`config.mk`:
```
export PLATFORM = sky130hd
export DESIGN_NAME = sync_fifo_buffer_flat
export DESIGN_NICKNAME = d
export VERILOG_FILES = /design/src/rtl/sync_fifo_buffer_pkg.sv /design/src/rtl/sync_fifo_buffer_if.sv /design/src/rtl/sync_fifo_buffer_storage.sv /design/src/rtl/sync_fifo_buffer.sv /design/src/flat_wrapper.sv
export SDC_FILE = /design/constraint.sdc
export NUM_CORES = 2
export LEC_CHECK = 0
export ABC_AREA = 0
export CAP_MARGIN = 25
export CORE_AREA = 2 2 364 366
export DETAILED_ROUTE_END_ITERATION = 16
export DIE_AREA = 0 0 366 368
export GPL_ROUTABILITY_DRIVEN = 1
export PLACE_DENSITY = 0.79
export RECOVER_POWER = 100
export SYNTH_ARGS = -nofsm -noshare
export SYNTH_HDL_FRONTEND = slang
export SYNTH_SLANG_ARGS = --single-unit
```
`constraint.sdc`:
```
create_clock -name clk -period 5.7 [get_ports clk]
set_input_delay 0.57 -clock clk [delete_from_list [all_inputs] [get_ports clk]]
set_output_delay 0.57 -clock clk [all_outputs]
set_load 0.02 [all_outputs]
```
`src/rtl/sync_fifo_buffer_pkg.sv`:
```
// Shared types and helpers for the single-clock FIFO.
package fifo_pkg;

   typedef enum logic [0:0] {
      READ_MODE_FWFT       = 1'b0,
      READ_MODE_REGISTERED = 1'b1
   } read_mode_e;

   localparam int DEFAULT_DATA_WIDTH = 8;
   localparam int DEFAULT_DEPTH      = 256;

   // Occupancy ranges over 0..depth inclusive, hence depth+1 codes.
   function automatic int fifo_count_width(input int depth);
      return $clog2(depth + 1);
   endfunction

endpackage

```
`src/rtl/sync_fifo_buffer_if.sv`:
```
// Producer/consumer bundle of the single-clock FIFO.
interface sync_fifo_buffer_if #(
   parameter int DATA_WIDTH = 8,
   parameter int DEPTH      = 256
);
   import fifo_pkg::*;

   localparam int CW = fifo_count_width(DEPTH);

   logic                  flush;
   logic                  write_enable;
   logic [DATA_WIDTH-1:0] write_data;
   logic                  read_enable;
   logic [DATA_WIDTH-1:0] read_data;
   logic [CW-1:0]         count;
   logic                  empty;
   logic                  full;
   logic                  almost_empty;
   logic                  almost_full;
   logic                  overflow;
   logic                  underflow;

   // The user side of the FIFO.
   modport master (
      output flush, write_enable, write_data, read_enable,
      input  read_data, count, empty, full, almost_empty, almost_full,
             overflow, underflow
   );

   // The FIFO itself.
   modport slave (
      input  flush, write_enable, write_data, read_enable,
      output read_data, count, empty, full, almost_empty, almost_full,
             overflow, underflow
   );
endinterface

```
`src/rtl/sync_fifo_buffer_storage.sv`:
```
// Word storage: one synchronous write port, one asynchronous read port.
// Kept separate so a vendor block RAM can be dropped in later.
module fifo_storage_ram #(
   parameter int DATA_WIDTH = 8,
   parameter int DEPTH      = 256
) (
   input  logic                          clk,
   input  logic                          wr_en,
   input  logic [$clog2(DEPTH)-1:0]      wr_addr,
   input  logic [DATA_WIDTH-1:0]         wr_data,
   input  logic [$clog2(DEPTH)-1:0]      rd_addr,
   output logic [DATA_WIDTH-1:0]         rd_data
);
   logic [DATA_WIDTH-1:0] mem_reg [DEPTH];

   // Contents are deliberately left unreset.
   always_ff @(posedge clk) begin
      if (wr_en) begin
         mem_reg[wr_addr] <= wr_data;
      end
   end

   assign rd_data = mem_reg[rd_addr];
endmodule

```
`src/rtl/sync_fifo_buffer.sv`:
```
// Single-clock FIFO with FWFT or registered read, occupancy count,
// almost thresholds, sticky error flags and synchronous flush.
module sync_fifo_buffer
   import fifo_pkg::*;
#(
   parameter int         DATA_WIDTH         = DEFAULT_DATA_WIDTH,
   parameter int         DEPTH              = DEFAULT_DEPTH,
   parameter read_mode_e READ_MODE          = READ_MODE_FWFT,
   parameter int         ALMOST_FULL_LEVEL  = DEPTH - 1,
   parameter int         ALMOST_EMPTY_LEVEL = 1
) (
   input logic              clk,
   input logic              reset,
   sync_fifo_buffer_if.slave bus
);
   localparam int PW = $clog2(DEPTH);
   localparam int CW = fifo_count_width(DEPTH);

   if (DEPTH < 2) begin : g_err_depth
      $error("sync_fifo_buffer: DEPTH must be at least 2");
   end
   if (ALMOST_FULL_LEVEL > DEPTH) begin : g_err_af
      $error("sync_fifo_buffer: ALMOST_FULL_LEVEL exceeds DEPTH");
   end
   if (ALMOST_EMPTY_LEVEL >= DEPTH) begin : g_err_ae
      $error("sync_fifo_buffer: ALMOST_EMPTY_LEVEL must be below DEPTH");
   end

   logic [PW-1:0]         wr_ptr_reg;
   logic [PW-1:0]         rd_ptr_reg;
   logic [CW-1:0]         count_reg;
   logic                  overflow_reg;
   logic                  underflow_reg;
   logic                  empty_w;
   logic                  full_w;
   logic                  rd_acc;
   logic                  wr_acc;
   logic [DATA_WIDTH-1:0] ram_rdata;

   // Non-power-of-two depths need an explicit wrap.
   function automatic logic [PW-1:0] ptr_next(input logic [PW-1:0] ptr);
      return (ptr == PW'(DEPTH - 1)) ? '0 : ptr + 1'b1;
   endfunction

   assign empty_w = (count_reg == '0);
   assign full_w  = (count_reg == CW'(DEPTH));
   // A read on a full FIFO frees the slot the write needs.
   assign rd_acc  = bus.read_enable && !empty_w;
   assign wr_acc  = bus.write_enable && (!full_w || rd_acc);

   assign bus.count        = count_reg;
   assign bus.empty        = empty_w;
   assign bus.full         = full_w;
   assign bus.almost_empty = (count_reg <= CW'(ALMOST_EMPTY_LEVEL));
   assign bus.almost_full  = (count_reg >= CW'(ALMOST_FULL_LEVEL));
   assign bus.overflow     = overflow_reg;
   assign bus.underflow    = underflow_reg;

   fifo_storage_ram #(
      .DATA_WIDTH (DATA_WIDTH),
      .DEPTH      (DEPTH)
   ) u_ram (
      .clk     (clk),
      .wr_en   (wr_acc && !reset && !bus.flush),
      .wr_addr (wr_ptr_reg),
      .wr_data (bus.write_data),
      .rd_addr (rd_ptr_reg),
      .rd_data (ram_rdata)
   );

   // Pointers, occupancy and sticky error flags; reset beats flush beats traffic.
   always_ff @(posedge clk) begin
      if (reset || bus.flush) begin
         wr_ptr_reg    <= '0;
         rd_ptr_reg    <= '0;
         count_reg     <= '0;
         overflow_reg  <= 1'b0;
         underflow_reg <= 1'b0;
      end else begin
         if (wr_acc) begin
            wr_ptr_reg <= ptr_next(wr_ptr_reg);
         end
         if (rd_acc) begin
            rd_ptr_reg <= ptr_next(rd_ptr_reg);
         end
         case ({wr_acc, rd_acc})
            2'b10:   count_reg <= count_reg + 1'b1;
            2'b01:   count_reg <= count_reg - 1'b1;
            default: count_reg <= count_reg;
         endcase
         if (bus.write_enable && !wr_acc) begin
            overflow_reg <= 1'b1;
         end
         if (bus.read_enable && !rd_acc) begin
            underflow_reg <= 1'b1;
         end
      end
   end

   if (READ_MODE == READ_MODE_FWFT) begin : g_fwft
      // Head word is visible without latency; zero when nothing is stored.
      assign bus.read_data = empty_w ? '0 : ram_rdata;
   end else begin : g_registered
      logic [DATA_WIDTH-1:0] read_data_reg;

      // Capture the popped word; hold it otherwise, including across flush.
      always_ff @(posedge clk) begin
         if (reset) begin
            read_data_reg <= '0;
         end else if (!bus.flush && rd_acc) begin
            read_data_reg <= ram_rdata;
         end
      end

      assign bus.read_data = read_data_reg;
   end
endmodule

```
`src/flat_wrapper.sv`:
```
// flat-port wrapper written by rule: the top's interface ports become plain ports
module sync_fifo_buffer_flat import fifo_pkg::*;
#(
   parameter int         DATA_WIDTH         = DEFAULT_DATA_WIDTH,
   parameter int         DEPTH              = DEFAULT_DEPTH,
   parameter read_mode_e READ_MODE          = READ_MODE_FWFT,
   parameter int         ALMOST_FULL_LEVEL  = DEPTH - 1,
   parameter int         ALMOST_EMPTY_LEVEL = 1
)
  (clk, reset, bus_flush, bus_write_enable, bus_write_data, bus_read_enable, bus_read_data, bus_count, bus_empty, bus_full, bus_almost_empty, bus_almost_full, bus_overflow, bus_underflow);
  sync_fifo_buffer_if #(.DATA_WIDTH(DATA_WIDTH), .DEPTH(DEPTH)) bus_i ();
  input logic clk;
  input logic reset;
  input wire logic [$bits(bus_i.flush)-1:0] bus_flush;
  input wire logic [$bits(bus_i.write_enable)-1:0] bus_write_enable;
  input wire logic [$bits(bus_i.write_data)-1:0] bus_write_data;
  input wire logic [$bits(bus_i.read_enable)-1:0] bus_read_enable;
  output wire logic [$bits(bus_i.read_data)-1:0] bus_read_data;
  output wire logic [$bits(bus_i.count)-1:0] bus_count;
  output wire logic [$bits(bus_i.empty)-1:0] bus_empty;
  output wire logic [$bits(bus_i.full)-1:0] bus_full;
  output wire logic [$bits(bus_i.almost_empty)-1:0] bus_almost_empty;
  output wire logic [$bits(bus_i.almost_full)-1:0] bus_almost_full;
  output wire logic [$bits(bus_i.overflow)-1:0] bus_overflow;
  output wire logic [$bits(bus_i.underflow)-1:0] bus_underflow;
  assign bus_i.flush = bus_flush;
  assign bus_i.write_enable = bus_write_enable;
  assign bus_i.write_data = bus_write_data;
  assign bus_i.read_enable = bus_read_enable;
  assign bus_read_data = bus_i.read_data;
  assign bus_count = bus_i.count;
  assign bus_empty = bus_i.empty;
  assign bus_full = bus_i.full;
  assign bus_almost_empty = bus_i.almost_empty;
  assign bus_almost_full = bus_i.almost_full;
  assign bus_overflow = bus_i.overflow;
  assign bus_underflow = bus_i.underflow;
  sync_fifo_buffer #(.DATA_WIDTH(DATA_WIDTH), .DEPTH(DEPTH), .READ_MODE(READ_MODE), .ALMOST_FULL_LEVEL(ALMOST_FULL_LEVEL), .ALMOST_EMPTY_LEVEL(ALMOST_EMPTY_LEVEL)) u_core (.clk(clk), .reset(reset), .bus(bus_i));
endmodule
```
==> flow_metrics.env <==
export IMPL_cts_root_buf="clkbuf_16"
export IMPL_die_area_mm2=0.1347
export IMPL_ioPinCount=36
export IMPL_hold_buffers=0
export IMPL_synth_area_mm2=0.08168
export IMPL_reg2reg_slack_ps=1190
export IMPL_critical_path_class="reg -> out"
export IMPL_fin_nets=4295
export IMPL_synthArstFlopShare=0
export IMPL_max_stage_delay_ps=730
export IMPL_critPathCaptureType="output pin"
export IMPL_r2r_end="u_core.u_ram.mem_reg[3][5]"
export IMPL_crit_chain="nand2_8, buf_6, o221ai_1, nor3_1, a311oi_1, and3_1, nand3_1, nor4_1, clkdlybuf4s50_1"
export IMPL_period_share=0.9876
export IMPL_routed_wl_um=197500
export IMPL_fp_row_count=133
export IMPL_p_leak_nw=26.53
export IMPL_vias=43180
export IMPL_r2r_start="u_core.bus.count[0]"
export IMPL_final_common_cell="edfxtp_1"
export IMPL_first_global_vias=42340
export IMPL_crit_arrival_ps=5060
export IMPL_die_w_um=366
export IMPL_final_util=0.6842
export IMPL_grt_pass1_wl_um=286100
export IMPL_largest_reg_flops=2048
export IMPL_whs_path_depth=3
export IMPL_htree_levels=4
export IMPL_critPathTopFamily="simple AND/OR/NAND/NOR gates"
export IMPL_netlist_instances=4199
export IMPL_multiInputGateArea_mm2=0.01791
export IMPL_antenna_found_initial=6
export IMPL_area_growth_pct=9.576
export IMPL_grt_use_met1=0.4010
export IMPL_synth_avg_cell_area_um2=19.45
export IMPL_layout_drive_gt1_share=0.1550
export IMPL_reg2regPathDepth=9
export IMPL_met2_usage=0.4658
export IMPL_powerDensity_mw_per_mm2=337.2
export IMPL_synth_nets=4223
export IMPL_finalMaxSlewViolations=1357
export IMPL_min_path_type="in -> reg"
export IMPL_antenna_left=0
export IMPL_cap_violations=11
export IMPL_tns_ps=0
export IMPL_worst_hold_slack_ps=444.6
export IMPL_synthDistinctLibCells=62
export IMPL_port_buffers=35
export IMPL_grt_overflow_total=0
export IMPL_fmax_mhz=177.6
export IMPL_rsz0062_at_grt="false"
export IMPL_power_switching_mw=6.126
export IMPL_cp_data_required_time_ps=5130
export IMPL_detail_route_iter0_violations=7416
export IMPL_clkPwrFrac=0.408
export IMPL_p_comb_frac=0.033
export IMPL_crit_fanout=64
export IMPL_hold_viol=0
export IMPL_placeableCoreArea_mm2=0.1308
export IMPL_crit_path_top_delay_cell="clkdlybuf4s50_1"
export IMPL_die_height_um=368
export IMPL_period_needed_ps=5630
export IMPL_worst_pin_slew_ps=5831
export IMPL_clkSlewWorstSetupHoldPaths_ps=60
export IMPL_nFillCells=7935
export IMPL_crit_path_start_kind="flop"
export IMPL_clockBufferDepth=3
export IMPL_final_cell_mix="edfxtp_1 (2048), nor2_1 (363), mux2i_1 (330)"
export IMPL_ir_drop_uv=367.7
export IMPL_fin_skew_ps=29.97
export IMPL_regArea_mm2=0.06221
export IMPL_failed_checks="max-capacitance violations, max-slew violations"
export IMPL_hold_end="u_core.bus.overflow"
export IMPL_viasPerCell=6.997
export IMPL_p_int_mw=24.05
export IMPL_insertion_delay_ps=830
export IMPL_synth_seq_cells=2083
export IMPL_cts_made_buffers=191
export IMPL_dp_hpwl_um=113700
export IMPL_track_usage=0.2919
export IMPL_cts_tree="built"
export IMPL_outcome="finished, violations left"
export IMPL_clock_sinks=2083
export IMPL_initial_core_util=0.6245
export IMPL_seq_power_share=0.559
export IMPL_busiest_layer="met2"
export IMPL_grtUsageMet3=0.06339
export IMPL_power_share_switching=0.2030
export IMPL_finalSetupViolCount=0
export IMPL_gp_congestion=0.9341
export IMPL_first_pass_iters=7
export IMPL_ys_warn_count=0
export IMPL_synth_edff_count=2048
export IMPL_slew_headroom=-2.887
export IMPL_remaining_drc_errors=0
export IMPL_hp_start="bus_write_enable"
export IMPL_yosysSeqAreaShare=0.7615
export IMPL_crit_buf_inv=2
export IMPL_wire_per_inst_um=32.00
export IMPL_grt_max_degree=179
export IMPL_synth_flop_cell="edfxtp_1"
## power by group through the flow
stage | registers [mW] | clock network (mW) | logic [mW]
final | 16.9 | 12.3 | 1.01
after global routing | 16.9 | 12.9 | 1.05
after CTS | 16.8 | 12.3 | 1.00
after detailed placement | 17.2 | 0 | 0.994
after global placement | 17.2 | 0 | 0.970
after floorplan | 17.2 | 0 | 0.533
## final cells by class
class / instances / share of cell area
antenna: 3 / 0.00008388
clock buffer: 251 / 0.05708
clock inverter: 84 / 0.008528
inverter: 16 / 0.0006850
multi-input combinational: 1849 / 0.2002
sequential: 2083 / 0.6951
tap: 1755 / 0.02454
timing repair buffer: 130 / 0.01380
## worst max path at each step
| stage | start | endpoint | slack, ps | depth (start not counted) |
|---|---|---|---|---|
| 6_report | flop | bus_read_data[0] | 70 | 9 |
| 5_1_grt | flop | bus_read_data[0] | 40 | 9 |
| 4_1_cts | flop | bus_read_data[5] | 40 | 9 |
| 3_5_place_dp | flop | bus_read_data[5] | 900 | 9 |
| 3_3_place_gp | flop | bus_read_data[5] | 880 | 9 |
| 2_1_floorplan | flop | bus_read_data[6] | 2550 | 10 |
## cells by family after synthesis
group           count (synthesis)  synth area share
mux                           686            0.1402
fa+ha+maj                      11          0.001685
xor+xnor                       19          0.002037
buf+inv                       267           0.01945
compound gates                487           0.04110
flops                        2083            0.7615
simple gates                  646           0.03402
## per-layer routing
metal	wire (um)	part of all wire	vias to the layer above
met1	70560	0.36	22050
met5	149	0.00075	-
met2	94690	0.48	3157
met4	9100	0.046	6
li1	-	-	17390
met3	22970	0.12	581
## synth_stat cells, types with 8 or more instances
cell type  count  area [um^2]
a211oi_1      23        172.7
a21oi_1       91        455.4
a221oi_1       8        70.07
a22oi_1       65        488.0
a311oi_1      11        96.34
a31oi_1       11        68.82
and2_1        10        62.56
and3_1        14        87.58
buf_1         18        67.56
buf_2         39        195.2
buf_4         25        187.7
buf_6         31        349.1
buf_8         10        150.1
clkbuf_1     121        454.2
dfxtp_1       35        700.7
edfxtp_1    2048        61500
ha_1          11        137.6
inv_1         14        52.55
mux2i_1      330         3303
mux4_1        34        893.4
mux4_2       322         7252
nand2_1      128        480.5
nand3_1       28        140.1
nor2_1       363         1363
nor2b_1        9        56.30
nor3_1        39        195.2
nor4_1        15        93.84
o21ai_0       62        310.3
o221ai_1      98        858.3
o22ai_1       83        519.3
or3_1          8        50.05
xnor2_1       10        87.58
xor2_1         9        78.83
## metrics by stage
stage | total power [mW] | cells | worst slack [ps] | instance area, um^2
global placement | 18.13 | 5832 | 884.1 | 83720
detailed placement | 18.15 | 5832 | 896.6 | 83720
floorplan | 17.69 | 4199 | 2546 | 81680
global route | 30.79 | 6168 | 37.66 | 89490
CTS | 30.18 | 6167 | 38.08 | 89590
finish | 30.18 | 6171 | 70.49 | 89500
## worst min-delay path, cell delays in order
cell and delay (ps):
clkdlybuf4s50_1 490, a31oi_1 90, nor2_1 70
## repair_timing
action	in CTS	in global routing
resized for setup	0	2
buffers inserted	0	1
endpoints found under the setup margin	0	3
(Power assumes the default switching activity.)
